[src/rtl/uart_rx_fifo.sv]
// ZX-Uno UART receive buffer: 16-entry byte FIFO,
// register-read interface and RTS flow control.
module uart_rx_fifo #(
  parameter int          DEPTH_LOG2 = 4,
  parameter int          HIWATER    = 12,
  parameter int          LOWATER    = 4,
  parameter logic [7:0]  ADDR_DATA  = 8'hC6,
  parameter logic [7:0]  ADDR_STAT  = 8'hC7
) (
  input  logic       clk,
  input  logic       rst_n,
  input  logic [7:0] rx_data,
  input  logic       rx_valid,
  input  logic [7:0] zxuno_addr,
  input  logic       zxuno_regrd,
  output logic [7:0] dout,
  output logic       oe,
  output logic       uart_rts
);

  localparam int DEPTH = 1 << DEPTH_LOG2;
  localparam int CW    = DEPTH_LOG2 + 1;

  localparam logic [CW-1:0] ONE_CNT  = CW'(1);
  localparam logic [CW-1:0] FULL_CNT = CW'(DEPTH);
  localparam logic [CW-1:0] HI_CNT   = CW'(HIWATER);
  localparam logic [CW-1:0] LO_CNT   = CW'(LOWATER);
  localparam logic [DEPTH_LOG2-1:0] ONE_PTR = DEPTH_LOG2'(1);

  logic [7:0]            r_mem [DEPTH];
  logic [DEPTH_LOG2-1:0] r_wptr;
  logic [DEPTH_LOG2-1:0] r_rptr;
  logic [CW-1:0]         r_count;
  logic                  r_ovr;
  logic                  r_rts_halt;
  logic [7:0]            r_snap;
  logic                  r_snap_valid;
  logic                  r_sel_data;
  logic                  r_clr_ovr;
  logic                  r_regrd_d;

  logic                  w_empty;
  logic                  w_full;
  logic                  w_is_data;
  logic                  w_is_stat;
  logic                  w_rise;
  logic                  w_fall;
  logic                  w_pop;
  logic                  w_push;
  logic                  w_ovr_set;
  logic                  w_ovr_clr;
  logic [CW-1:0]         w_count_next;
  logic [7:0]            w_stat;
  logic [7:0]            w_head;

  assign w_empty   = (r_count == '0);
  assign w_full    = (r_count == FULL_CNT);
  assign w_is_data = (zxuno_addr == ADDR_DATA);
  assign w_is_stat = (zxuno_addr == ADDR_STAT);
  assign w_rise    = zxuno_regrd & ~r_regrd_d;
  assign w_fall    = ~zxuno_regrd & r_regrd_d;

  // A pop needs a data read whose snapshot really held a byte.
  assign w_pop     = w_fall & r_sel_data & r_snap_valid;

  // A pop in the same cycle frees the slot a full FIFO lacks.
  assign w_push    = rx_valid & (~w_full | w_pop);
  assign w_ovr_set = rx_valid & w_full & ~w_pop;
  assign w_ovr_clr = w_fall & r_clr_ovr;

  assign w_head    = r_mem[r_rptr];
  assign w_stat    = {~w_empty, r_ovr, w_full, 5'(r_count)};

  // Next occupancy, used for both the count and RTS.
  always_comb begin
    w_count_next = r_count;
    unique case ({w_push, w_pop})
      2'b10:   w_count_next = r_count + ONE_CNT;
      2'b01:   w_count_next = r_count - ONE_CNT;
      default: w_count_next = r_count;
    endcase
  end

  // Byte storage; contents need no reset.
  always_ff @(posedge clk) begin
    if (w_push) begin
      r_mem[r_wptr] <= rx_data;
    end
  end

  // Pointers and occupancy.
  always_ff @(posedge clk or negedge rst_n) begin
    if (!rst_n) begin
      r_wptr  <= '0;
      r_rptr  <= '0;
      r_count <= '0;
    end else begin
      if (w_push) begin
        r_wptr <= r_wptr + ONE_PTR;
      end
      if (w_pop) begin
        r_rptr <= r_rptr + ONE_PTR;
      end
      r_count <= w_count_next;
    end
  end

  // Sticky overrun; a fresh overrun beats a clear.
  always_ff @(posedge clk or negedge rst_n) begin
    if (!rst_n) begin
      r_ovr <= 1'b0;
    end else if (w_ovr_set) begin
      r_ovr <= 1'b1;
    end else if (w_ovr_clr) begin
      r_ovr <= 1'b0;
    end
  end

  // RTS hysteresis on the occupancy about to be stored.
  always_ff @(posedge clk or negedge rst_n) begin
    if (!rst_n) begin
      r_rts_halt <= 1'b0;
    end else if (w_count_next >= HI_CNT) begin
      r_rts_halt <= 1'b1;
    end else if (w_count_next <= LO_CNT) begin
      r_rts_halt <= 1'b0;
    end
  end

  // Read strobe delay for edge detection.
  always_ff @(posedge clk or negedge rst_n) begin
    if (!rst_n) begin
      r_regrd_d <= 1'b0;
    end else begin
      r_regrd_d <= zxuno_regrd;
    end
  end

  // Freeze the read value and the operation at the read rise.
  always_ff @(posedge clk or negedge rst_n) begin
    if (!rst_n) begin
      r_snap       <= 8'h00;
      r_snap_valid <= 1'b0;
      r_sel_data   <= 1'b0;
      r_clr_ovr    <= 1'b0;
    end else if (w_rise) begin
      r_sel_data <= w_is_data;
      r_clr_ovr  <= w_is_stat & r_ovr;
      if (w_is_data) begin
        r_snap       <= w_empty ? 8'h00 : w_head;
        r_snap_valid <= ~w_empty;
      end else if (w_is_stat) begin
        r_snap       <= w_stat;
        r_snap_valid <= 1'b0;
      end else begin
        r_snap_valid <= 1'b0;
      end
    end else if (w_fall) begin
      r_snap_valid <= 1'b0;
      r_clr_ovr    <= 1'b0;
    end
  end

  assign oe       = zxuno_regrd & (w_is_data | w_is_stat);
  assign dout     = r_snap;
  assign uart_rts = r_rts_halt;

endmodule
[config.mk]
export PLATFORM = sky130hd
export DESIGN_NAME = uart_rx_fifo
export DESIGN_NICKNAME = d
export VERILOG_FILES = /design/src/rtl/uart_rx_fifo.sv
export SDC_FILE = /design/constraint.sdc
export NUM_CORES = 1
export LEC_CHECK = 0
export CORE_MARGIN = 4
export CORE_UTILIZATION = 30
export DETAILED_ROUTE_END_ITERATION = 10
export HOLD_SLACK_MARGIN = 0.03
export PLACE_DENSITY = 0.49
export SLEW_MARGIN = 5
export SYNTH_ARGS = -nofsm -noshare
export SYNTH_HDL_FRONTEND = slang
export SYNTH_SLANG_ARGS = --single-unit
[constraint.sdc]
create_clock -name clk -period 3.97 [get_ports clk]
set_clock_uncertainty 0.05 [all_clocks]
set_input_delay 1.191 -clock clk [delete_from_list [all_inputs] [get_ports clk]]
set_output_delay 1.191 -clock clk [all_outputs]
set_load 0.01 [all_outputs]
==> qor.txt, run 1 <==
Max Fclk: 0.258 GHz
Worst relative slew slack: 52.3%
Max Root-Sink Buffers: 2
First-pass GRT wire length: 21500 um
Hold Slack: 0.433 ns
Vias in the first global route: 3530
Worst-Margin Slew: 0.713 ns
# IOs: 30
Die Height: 154 um
Type of destination of the critical path: output port
Post-route ant nets: 0
Worst vdd ir: 278 uV
Status: completed
Post-route clock period utilization: 97.6%
Final cell count without fillers: 707
Post-CTS sizing: 0
Arr. time, crit path: 2.63 ns
Root cell of the clock tree: clkbuf_16
Synth area leaders: edfxtp_1 (60%), dfrtp_1 (11%), mux4_2 (7.7%)
DR iter-0 viols: 178
Ys flop type: edfxtp_1
Syn Inst Count: 372
CP max FO: 2
Die area: 23800 sq um
RSZ-0062 raised after global routing: false
Initial Util: 30.6%
Area growth syn-to-layout: 20.1%
Antenna cells: 0
Synth cell count leaders: edfxtp_1 (128), dfrtp_1 (27), nand2_1 (23)
Grt ovf: 0
CTS Sinks: 155
DP Wirelength: 9340 um
IO buf count: 29
Latest clock arrival within the worst-skew pair: 0.43 ns
Max capacitance violation total: 0
Sequential area share after synthesis: 70.3%
Setup WS post-layout: 0.0956 ns
Vias: 3400
Fill cell count: 1950
WP data required: 2.73 ns
Routed WL per cell: 19.7 um
Final Slew Violations: 0
Flops & latches, synth: 155
Max H-tree Level: 4
Initial antenna violation count: 0
Mean Syn Cell Area: 17.3 sq um
Pre-CTS setup slack: 0.0234 ns
R2R depth: 11
Dpl cells: 675
Gr usage total: 12.3%
CTS buffer count: 17
CP Launch Type: input pin
Worst-path clk slew: 0.06 ns
Setup Viol. Count Final: 0
Detail-routed via count per cell: 4.81
# DRC: 0
Min cycle time layout: 3.87 ns
Fin. Hold Viols: 0
EDFF count, synth: 128
Syn. warnings: 0
Setup bufs post-CTS: 0
Syn nets: 402
Die width: 154 um
CTS tree: built
Post-layout util: 36.7%
Hold Crit Class: flip-flop to flip-flop
1st-pass router iterations: 4
Post-synth top area cell: edfxtp_1
Post-synth ARST share: 17.4%
CTS Hold Buffers Added: 0
Pwr per Cell Area: 546 nW/um^2
Dominant cell by count in the synthesized netlist: edfxtp_1
Row count: 53
Crit Path Class: input pin to output port
Leak Pwr: 2.65 nW
Setup TNS: 0 ns
GP Congestion: 0.748
Largest net degree at the start of global routing: 36
Synth unique cells: 48
Post-Route WL: 14000 um
Final #Nets: 449
Hold Path Stages: 2
Synthesized area: 6430 sq um
Core footprint: 21000 sq um
Layout cells sized above 1: 19.7%
Post-synth top area share: 59.8%
[critical path, cell delays in order]
cell and delay, ns:
clkdlybuf4s50_1 0.45, nand2_1 0.05, nor4_2 0.25, and2_1 0.16, clkdlybuf4s50_1 0.53
[per-layer routing]
metal / part of all wire (%) / up-vias / track usage [%]
met5: 0 / - / 0
li1: - / 1557 / -
met1: 45 / 1755 / 15.8
met2: 49 / 71 / 19.6
met4: 1.4 / 0 / 4.63
met3: 4.9 / 17 / 3.72
[kinds of logic after synthesis]
group                      synth area share, %
adders and majority gates                 1.95
buffers and inverters                     2.78
xor gates and xnor gates                  1.36
muxes                                     12.3
AOI/OAI and AO/OA                         4.98
DFF                                       70.3
and+or+nand+nor                           6.38
[state kept, by name, summed over array words and instances, names as in the netlist]
signal and flops:
r_mem 128, dout 8, r_count 5, r_rptr 4, r_wptr 4, r_clr_ovr 1, r_ovr 1, r_regrd_d 1
r_sel_data 1, r_snap_valid 1, uart_rts 1
[cell usage in the layout, fill, tap and decap left out, types with 2 or more instances in the layout]
cell type,count
a21oi_1,4
a221oi_1,3
a221oi_2,2
a22oi_1,14
a31oi_1,6
and2_1,11
buf_4,20
clkbuf_16,17
clkdlybuf4s50_1,29
clkinv_8,3
clkinvlp_4,2
dfrtp_1,26
edfxtp_1,128
ha_1,10
inv_1,17
inv_6,5
inv_8,5
mux2i_1,2
mux4_1,10
mux4_2,22
nand2_1,23
nand3_1,4
nand3b_1,4
nand4_1,2
nor2_1,20
nor2b_1,3
nor3_1,2
nor4_2,6
o21ai_0,3
xnor2_1,8
xor2_1,2
[power breakdown]
group / switching (mW) / internal (mW)
combinational: 0.299 / 0.220
sequential: 0.151 / 1.96
clock: 0.743 / 0.845
[area by class of cell]
cell class / count / area (sq um) / share of cell area [%]
clock buffer: 17 / 425 / 5.51
clock inverter: 15 / 164 / 2.12
inverter: 17 / 63.8 / 0.826
multi-input combinational: 179 / 1760 / 22.8
sequential: 155 / 4520 / 58.5
tap: 275 / 344 / 4.46
timing repair buffer: 49 / 440 / 5.70
[metrics by stage]
step	cell area, sq um	total power, mW
finish	7720	4.22
global route	7720	4.41
floorplan	6430	2.41
detailed placement	7130	2.68
CTS	7720	4.27
global placement	7130	2.66
[final timing paths]
path / startpoint / to / slack, ns
worst max register to register: r_count[1]$_DFF_PN0_ / uart_rts$_DFFE_PN0P_ / 1.25
min in group asynchronous: rst_n / r_count[3]$_DFF_PN0_ / 1.05
worst min-delay path: r_snap_valid$_DFFE_PN0P_ / r_snap_valid$_DFFE_PN0P_ / 0.43
worst max-delay path: zxuno_addr[7] / oe / 0.1
max in group asynchronous: rst_n / r_regrd_d$_DFF_PN0_ / 2.17
worst min register to register: r_snap_valid$_DFFE_PN0P_ / r_snap_valid$_DFFE_PN0P_ / 0.43
(Power assumes the default switching activity.)
==> inputs of run 2 (changes only) <==
--- a/config.mk
+++ b/config.mk
@@ -5,12 +5,12 @@
 export SDC_FILE = /design/constraint.sdc
 export NUM_CORES = 1
 export LEC_CHECK = 0
-export CORE_MARGIN = 4
+export CORE_MARGIN = 1.5
 export CORE_UTILIZATION = 30
 export DETAILED_ROUTE_END_ITERATION = 10
 export HOLD_SLACK_MARGIN = 0.03
 export PLACE_DENSITY = 0.49
-export SLEW_MARGIN = 5
+export SLEW_MARGIN = 20
 export SYNTH_ARGS = -nofsm -noshare
 export SYNTH_HDL_FRONTEND = slang
 export SYNTH_SLANG_ARGS = --single-unit
==> qor.txt, run 2 (synthesis gave the netlist of run 1 again) <==
Status: completed (unchanged)
Latest clock arrival within the worst-skew pair: 0.42 ns (was 0.43 ns)
Setup TNS: 0 ns (unchanged)
Die area: 22300 sq um (was 23800 sq um)
Leak Pwr: 2.62 nW (was 2.65 nW)
Min cycle time layout: 3.89 ns (was 3.87 ns)
CP Launch Type: input pin (unchanged)
Hold Crit Start: r_ovr$_DFFE_PN0P_ (was r_snap_valid$_DFFE_PN0P_)
Antenna cells: 0 (unchanged)
# IOs: 30 (unchanged)
Vias: 3392 (was 3400)
Slowest CP cell: clkdlybuf4s50_1 (unchanged)
Root cell of the clock tree: clkbuf_16 (unchanged)
# DRC: 0 (unchanged)
GP Congestion: 0.738 (was 0.748)
1st-pass router iterations: 4 (unchanged)
Area post-placement: 7120 sq um (was 7130 sq um)
Grt ovf: 0 (unchanged)
DR iter-0 viols: 210 (was 178)
Post-route clock period utilization: 97.9% (was 97.6%)
Top cell by count, worst path: clkdlybuf4s50_1 (unchanged)
Max Root-Sink Buffers: 2 (unchanged)
Largest net degree at the start of global routing: 36 (unchanged)
CP max FO: 2 (unchanged)
Arr. time, crit path: 2.65 ns (was 2.63 ns)
DP Wirelength: 9170 um (was 9340 um)
Max capacitance violation total: 0 (unchanged)
Layout cells sized above 1: 18.6% (was 19.7%)
Post-Route WL: 13800 um (was 14000 um)
Hold Crit Class: flip-flop to flip-flop (unchanged)
Post-route ant nets: 0 (unchanged)
Capturing point of the worst reg2reg path: uart_rts$_DFFE_PN0P_ (unchanged)
Max Fclk: 0.257 GHz (was 0.258 GHz)
Fin. Hold Viols: 0 (unchanged)
Core footprint: 21000 sq um (unchanged)
RSZ-0062 raised after global routing: false (unchanged)
CTS buffer count: 17 (unchanged)
Type of destination of the critical path: output port (unchanged)
Post-CTS sizing: 0 (unchanged)
Final Slew Violations: 0 (unchanged)
R2R Setup Slk: 1.24 ns (was 1.25 ns)
CTS Hold Buffers Added: 0 (unchanged)
Pwr per Cell Area: 539 nW/um^2 (was 546 nW/um^2)
Register with the most flip-flops: r_mem (unchanged)
Area growth syn-to-layout: 19.4% (was 20.1%)
Cell count along the critical path: 5 (unchanged)
Die width: 149 um (was 154 um)
First-pass GRT wire length: 21200 um (was 21500 um)
Most frequent cells in the layout: edfxtp_1 (128), clkdlybuf4s50_1 (29), dfrtp_1 (26), nand2_1 (23), mux4_2 (22) (unchanged)
Buffers and inverters on the worst path: 2 (unchanged)
CTS Sinks: 155 (unchanged)
R2R depth: 11 (unchanged)
FF-to-FF Start: r_count[1]$_DFF_PN0_ (unchanged)
Vias in the first global route: 3478 (was 3530)
Critical path, cell by cell: clkdlybuf4s50_1 -> nand2_1 -> nor4_2 -> and2_1 -> clkdlybuf4s50_1 (unchanged)
Most common library cell in the layout ignoring fill and taps: edfxtp_1 (unchanged)
Fill cell count: 1924 (was 1950)
Gr usage total: 13.3% (was 12.3%)
Final Cell Area: 7680 sq um (was 7720 sq um)
Worst vdd ir: 252 uV (was 278 uV)
Die Height: 149 um (was 154 um)
Reg area: 4520 sq um (unchanged)
Max H-tree Level: 4 (unchanged)
Critical Path Max Stage Delay: 0.53 ns (about the same)
Setup bufs post-CTS: 0 (unchanged)
Worst relative slew slack: 48.3% (was 52.3%)
Critical path's top delay family: buffers and inverters (unchanged)
Routed WL per cell: 19.5 um (was 19.7 um)
Multi-input gate area: 1760 sq um (unchanged)
Initial antenna violation count: 0 (unchanged)
Row count: 53 (unchanged)
Crit path launch: zxuno_addr[7] (unchanged)
Final #Nets: 448 (was 449)
Worst-path clk slew: 0.06 ns (about the same)
CP Capture Point: oe (unchanged)
IO buf count: 29 (unchanged)
Setup Viol. Count Final: 0 (unchanged)
CTS tree: built (unchanged)
WP data required: 2.73 ns (about the same)
Crit Path Class: input pin to output port (unchanged)
Worst-Margin Slew: 0.773 ns (was 0.713 ns)
Detail-routed via count per cell: 4.80 (was 4.81)
Max reg flops: 128 (unchanged)
Initial Util: 30.6% (unchanged)
-- run 2: worst min-delay path by stage --
stage                          endpoint  cells past startpoint
5_1_grt               r_ovr$_DFFE_PN0P_                      2
3_3_place_gp   r_snap_valid$_DFFE_PN0P_                      2
4_1_cts           r_clr_ovr$_DFFE_PN0P_                      2
3_5_place_dp      r_clr_ovr$_DFFE_PN0P_                      2
2_1_floorplan  r_snap_valid$_DFFE_PN0P_                      2
6_report              r_ovr$_DFFE_PN0P_                      2
-- run 2: routing by layer --
metal	vias to the layer above	track usage, %	share of wire [%]
met2	95	21.7	51
met3	6	3.32	6.0
met1	1740	17.2	43
li1	1551	-	-
met4	0	4.90	0.88
met5	-	0	0
-- run 2: worst min-delay path, delay by kind of cell, from the launching register on --
kind	cells	cell delay, ns
and+or+nand+nor	1	0.05
AOI/OAI and AO/OA	1	0.06
DFF	1	0.35
-- run 2: area by class of cell --
cell class / count / share of cell area [%]
Tap cell: 275 / 4.48
Clock inverter: 13 / 1.53
Sequential cell: 155 / 58.9
Clock buffer: 19 / 5.64
Timing Repair Buffer: 48 / 5.64
Inverter: 17 / 0.831
Multi-Input combinational cell: 179 / 23.0
-- run 2: power by group --
part	internal [mW]	switching (mW)	total, mW
clock	0.865	0.645	1.51
sequential	1.96	0.147	2.11
combinational	0.218	0.299	0.517
total	3.05	1.09	4.14
-- run 2: through the flow --
stage	utilization (%)	hold slack (ns)	setup slack (ns)	std cells	total power [mW]
after floorplan	-	0.394	0.0478	372	2.41
after detailed placement	33.9	0.420	0.0132	674	2.67
final	36.5	0.442	0.0835	706	4.14
after global placement	33.9	0.419	0.0511	674	2.65
after CTS	36.5	0.437	0.0176	706	4.19
after global routing	36.5	0.474	0.0222	706	4.32
